**src/rtl/effect_noise_gate.sv**
```systemverilog
// Sample-rate noise gate: peak envelope follower driving a gain-ramping gate FSM.
// Define NOISE_GATE_STATUS_EN to expose o_gate_state and o_gain.
module effect_noise_gate #(
    parameter int HOLD_SAMPLES = 2400,
    parameter int ATTACK_STEP  = 1024,
    parameter int RELEASE_STEP = 32,
    parameter int DECAY_SHIFT  = 6
) (
    input  logic               i_clk,
    input  logic               i_rst,
    input  logic               i_valid,
    input  logic               i_enable,
    input  logic [2:0]         i_level_threshold,
    input  logic signed [15:0] i_data,
    output logic signed [15:0] o_data,
    output logic               o_valid
`ifdef NOISE_GATE_STATUS_EN
    ,
    output logic [2:0]         o_gate_state,
    output logic [16:0]        o_gain
`endif
);

    localparam logic [16:0] UNITY = 17'd32768;
    localparam int HOLD_W = (HOLD_SAMPLES > 1) ? $clog2(HOLD_SAMPLES) : 1;
    localparam logic [HOLD_W-1:0] HOLD_LAST = HOLD_W'(HOLD_SAMPLES - 1);
    localparam logic [16:0] REL_STEP = 17'(RELEASE_STEP);

    typedef enum logic [2:0] {
        CLOSED  = 3'd0,
        ATTACK  = 3'd1,
        OPEN    = 3'd2,
        HOLD    = 3'd3,
        RELEASE = 3'd4
    } state_t;

    state_t              state_q, state_d;
    logic [16:0]         gain_q, gain_d;
    logic [15:0]         env_q, env_d;
    logic [HOLD_W-1:0]   hold_q, hold_d;
    logic signed [15:0]  data_q, data_d;
    logic                valid_q;

    logic [15:0]         mag, decay, env_next, open_thr, close_thr;
    logic [17:0]         gain_up;
    logic [16:0]         gain_up_sat, gain_dn;
    logic signed [32:0]  product;
    logic                unused_product;

    // Product never exceeds 2^30 in magnitude, so bits [30:15] are the exact Q1.15 result
    assign product        = $signed({{17{i_data[15]}}, i_data}) * $signed({16'b0, gain_q});
    assign unused_product = ^{product[32:31], product[14:0]};

    always_comb begin
        if (i_data[15]) begin
            mag = (i_data == 16'sh8000) ? 16'h7FFF : 16'(-i_data);
        end else begin
            mag = i_data;
        end
        decay = env_q >> DECAY_SHIFT;
        if (decay == 16'd0) begin
            decay = 16'd1;
        end
        if (mag >= env_q) begin
            env_next = mag;
        end else if (env_q > decay) begin
            env_next = env_q - decay;
        end else begin
            env_next = 16'd0;
        end
        open_thr  = 16'd64 << i_level_threshold;
        close_thr = open_thr - (open_thr >> 2);
        gain_up     = {1'b0, gain_q} + 18'(ATTACK_STEP);
        gain_up_sat = (gain_up > {1'b0, UNITY}) ? UNITY : gain_up[16:0];
        gain_dn     = (gain_q > REL_STEP) ? (gain_q - REL_STEP) : 17'd0;
    end

    // Gate FSM: bypass overrides every cycle, otherwise decisions happen only on valid samples
    always_comb begin
        state_d = state_q;
        gain_d  = gain_q;
        hold_d  = hold_q;
        env_d   = env_q;
        data_d  = data_q;
        if (i_valid) begin
            env_d  = env_next;
            data_d = i_enable ? product[30:15] : i_data;
        end
        if (!i_enable) begin
            state_d = OPEN;
            gain_d  = UNITY;
            hold_d  = '0;
        end else if (i_valid) begin
            case (state_q)
                CLOSED: begin
                    gain_d = 17'd0;
                    if (env_next >= open_thr) begin
                        gain_d  = gain_up_sat;
                        state_d = (gain_up_sat == UNITY) ? OPEN : ATTACK;
                    end
                end
                ATTACK: begin
                    gain_d = gain_up_sat;
                    if (gain_up_sat == UNITY) begin
                        state_d = OPEN;
                    end
                end
                OPEN: begin
                    gain_d = UNITY;
                    if (env_next < close_thr) begin
                        state_d = HOLD;
                        hold_d  = '0;
                    end
                end
                HOLD: begin
                    gain_d = UNITY;
                    if (env_next >= open_thr) begin
                        state_d = OPEN;
                    end else if (hold_q == HOLD_LAST) begin
                        state_d = RELEASE;
                    end else begin
                        hold_d = hold_q + HOLD_W'(1);
                    end
                end
                RELEASE: begin
                    // A re-trigger keeps this sample's gain and resumes the ramp from it
                    if (env_next >= open_thr) begin
                        state_d = ATTACK;
                    end else begin
                        gain_d = gain_dn;
                        if (gain_dn == 17'd0) begin
                            state_d = CLOSED;
                        end
                    end
                end
                default: begin
                    state_d = CLOSED;
                    gain_d  = 17'd0;
                end
            endcase
        end
    end

    always_ff @(posedge i_clk) begin
        if (i_rst) begin
            state_q <= CLOSED;
            gain_q  <= 17'd0;
            env_q   <= 16'd0;
            hold_q  <= '0;
            data_q  <= 16'sd0;
            valid_q <= 1'b0;
        end else begin
            state_q <= state_d;
            gain_q  <= gain_d;
            env_q   <= env_d;
            hold_q  <= hold_d;
            data_q  <= data_d;
            valid_q <= i_valid;
        end
    end

    assign o_data  = data_q;
    assign o_valid = valid_q;

`ifdef NOISE_GATE_STATUS_EN
    assign o_gate_state = state_q;
    assign o_gain       = gain_q;
`endif

endmodule

```
**config.mk**
```make
export PLATFORM = sky130hd
export DESIGN_NAME = effect_noise_gate
export DESIGN_NICKNAME = d
export VERILOG_FILES = /design/src/rtl/effect_noise_gate.sv
export SDC_FILE = /design/constraint.sdc
export NUM_CORES = 1
export LEC_CHECK = 0
export BUFFER_PORTS_ARGS = -buffer_cell sky130_fd_sc_hd__clkbuf_2
export CAP_MARGIN = 20
export CELL_PAD_IN_SITES_DETAIL_PLACEMENT = 1
export CELL_PAD_IN_SITES_GLOBAL_PLACEMENT = 1
export CORE_AREA = 2 2 264 136
export DETAILED_ROUTE_END_ITERATION = 16
export DIE_AREA = 0 0 266 138
export GPL_TIMING_DRIVEN = 0
export PLACE_DENSITY_LB_ADDON = 0.1
export SETUP_SLACK_MARGIN = 0.3
export SYNTH_ARGS = -nofsm -noshare
export SYNTH_HDL_FRONTEND = slang
export SYNTH_SLANG_ARGS = --single-unit
```
**constraint.sdc**
```tcl
create_clock -name i_clk -period 10.7 [get_ports i_clk]
set_input_delay 2.14 -clock i_clk [delete_from_list [all_inputs] [get_ports i_clk]]
set_output_delay 2.14 -clock i_clk [all_outputs]
set_load 0.05 [all_outputs]
```
==> results_dict.tcl <==
set metrics [dict create \
    maxSlewHeadroom 0.301 \
    final_hold_viol_count 0 \
    netlist_area_um2 14300 \
    status "completed" \
    fillerInstances 4232 \
    coreArea_um2 34800 \
    synth_fp_nets 2133 \
    grt_usage 0.307 \
    clk_latency_ps 380 \
    fp.dieH_um 138 \
    avgSynthCellArea_um2 8.21 \
    drv_slew 0 \
    fin_crit_ps 10040 \
    multi_input_area_um2 11500 \
    fin_nets 2179 \
    rows 49 \
    clock_path_buffers 2 \
    skew_ps 10.5 \
    post_cts_buffers 0 \
    placed_cells 2232 \
    areaGrowthSynthToFinish_pct 7.65 \
    gp_congestion 0.979 \
    synthFlopType "dfxtp_1" \
    crit_path_start_kind "input pin" \
    ys_seq_area_frac 0.0912 \
    antenna_found_initial 1 \
    viasPerCell 5.59 \
    numCtsBuffers 9 \
    cts_root_buf "clkbuf_16" \
    start_util 0.410 \
    setup_violations 0 \
    totalPowerFinal_mw 1.58 \
    dp_hpwl_um 45200 \
    regArea_um2 1300 \
    grt_pass1_wl_um 84300 \
    routed_wl_um 53600 \
    cts.clk_slew.worst_paths_ps 70 \
    power_density_nw_per_um2 103 \
    rsz0062_at_grt "yes" \
    ant_nets 0 \
    yosysWarnings 0 \
    p_leak_nw 7.27 \
    dieArea_um2 36700 \
    layout_setup_ws_ps 665 \
    endpoint_kind "flop" \
    worstPathArrival_ps 10260 \
    maxCapViolCount 0 \
    holdWs_ps 487 \
    io_pins 40 \
    cts_tree "done" \
    drtIter0Drc 1107 \
    place_ws_ps -560 \
    vias 12571 \
    port_buffers 34 \
    cp.required_ps 10930 \
    synth_edf_count 0 \
    vdd_ir_drop_max_uv 58.4 \
    synth_async_sr_flop_share 0 \
    drt-wirelength-per-cell_um 23.9 \
    cp_max_fo 10 \
    yosysUniqueCellTypes 71 \
    clock.fmax_mhz 99.6 \
    final_layout_size_suffix_gt1_frac 0.0442 \
    grt_start_max_net_pins 15 \
    hold_class "flop to flop" \
    die_w_um 266 \
    drc 0 \
    criticalPathCategory "input pin to flop" \
    first_global_vias 13286 \
    dr.pass1.iters 5 \
    tightest_slew_ps 1050 \
    cts_num_sinks 65 \
    final_cells 2248 \
    fin_crit_sh 0.938 \
    cts_max_level 3 \
    grt_overflow 0 \
    synthCells 1738 \
    diodes 0 \
    ys_ff_latch 65 \
]
final cells by class:
type,count,area share
sequential,65,0.0847
buffer,92,0.0234
tap,459,0.0374
inverter,311,0.0760
multi-input combinational,1269,0.746
clock buffer,9,0.0147
timing repair buffer,36,0.0119
clock inverter,7,0.00546
cells in the mapped netlist (23+ instances only):
cell type | instances | share of area
nand3_1 | 23 | 0.0081
inv_1 | 309 | 0.081
nor2_1 | 77 | 0.020
a21oi_1 | 66 | 0.023
dfxtp_1 | 65 | 0.091
ha_1 | 164 | 0.14
xnor2_1 | 34 | 0.021
xor2_1 | 25 | 0.015
a211oi_1 | 31 | 0.016
o21ai_0 | 48 | 0.017
nand2_1 | 233 | 0.061
fa_1 | 208 | 0.29
clkbuf_1 | 79 | 0.021
and2_1 | 87 | 0.038
routing by layer:
metal	part of all wire	wire, µm	global-route usage
met1	0.54	28900	0.525
met2	0.36	19100	0.378
met3	0.095	5070	0.0729
met4	0.010	543	0.0455
met5	0	0	0
final timing paths:
kind,startpoint,end,slack (ps),depth (start not counted)
worst max-delay path,i_data[3],o_data[15]$_SDFFE_PP0P_,660,26
worst min-delay path,o_data[12]$_SDFFE_PP0P_,o_data[12]$_SDFFE_PP0P_,490,2
worst max register to register,gain_q[13]$_SDFFE_PP0P_,o_data[15]$_SDFFE_PP0P_,1780,24
worst min register to register,o_data[12]$_SDFFE_PP0P_,o_data[12]$_SDFFE_PP0P_,490,2
critical path, cell delays in order:
cell       delay (ps)
clkbuf_2          110
buf_1             600
clkbuf_1          560
nand2_1           190
fa_1              570
inv_1              50
fa_1              470
inv_1              50
fa_1              500
inv_1              50
fa_1              470
inv_1              50
fa_1              530
inv_1              60
fa_1              480
ha_1              360
a21oi_1           250
o211ai_1          130
a2111oi_1         700
o31ai_1           180
clkbuf_4          230
a311oi_2          510
o2111ai_1         320
a21oi_1           270
xnor2_1           300
o32ai_1           130
power breakdown:
group          leakage, nW  total, mW  internal (mW)  switching [mW]
combinational         6.59      0.954          0.330           0.624
sequential           0.532      0.287          0.263          0.0241
clock                0.149      0.337          0.185           0.152
cell usage in the layout, fill, tap and decap left out, types with 9 or more instances in the layout:
cell / instances
o21ai_0: 48
inv_1: 309
o211a_1: 9
a21oi_1: 66
fa_1: 208
o21a_1: 12
xnor2_1: 34
and2_1: 87
nand4_1: 14
clkbuf_1: 75
nor3_1: 21
nor2b_1: 9
o31ai_1: 9
nand3_1: 23
clkbuf_16: 9
nand2b_1: 17
mux2i_1: 14
and3_1: 17
clkbuf_2: 37
a21o_1: 22
dfxtp_1: 65
xor2_1: 25
nor2_1: 77
buf_1: 10
nand2_1: 233
o21bai_1: 11
ha_1: 164
a211oi_1: 31
or3_1: 13
logic make-up after synthesis:
| kind of cell | count (synthesis) | share of synthesized area |
|---|---|---|
| muxes | 15 | 0.0106 |
| DFF | 65 | 0.0912 |
| AOI/OAI and AO/OA | 283 | 0.138 |
| buffers and inverters | 404 | 0.107 |
| adders and majority gates | 372 | 0.436 |
| and+or+nand+nor | 540 | 0.181 |
| xor gates and xnor gates | 59 | 0.0362 |
timing repair:
item,CTS,global route
gates resized for setup,2,10
setup endpoints to repair,4,4
hold buffers,0,0
hold endpoints to repair,0,0
flip-flops by register name (all words and copies together) (netlist names):
| signal | flops |
|---|---|
| gain_q | 17 |
| env_q | 16 |
| o_data | 16 |
| hold_q | 12 |
| state_q | 3 |
| o_valid | 1 |
metrics by stage:
step	utilization	setup TNS [ps]	area [µm²]
after floorplan	-	0	14300
after global placement	0.431	-1190	15000
after detailed placement	0.431	-1650	15000
after CTS	0.440	0	15300
after global routing	0.441	0	15400
final	0.441	0	15400
Power figures use the tool's default switching activity.
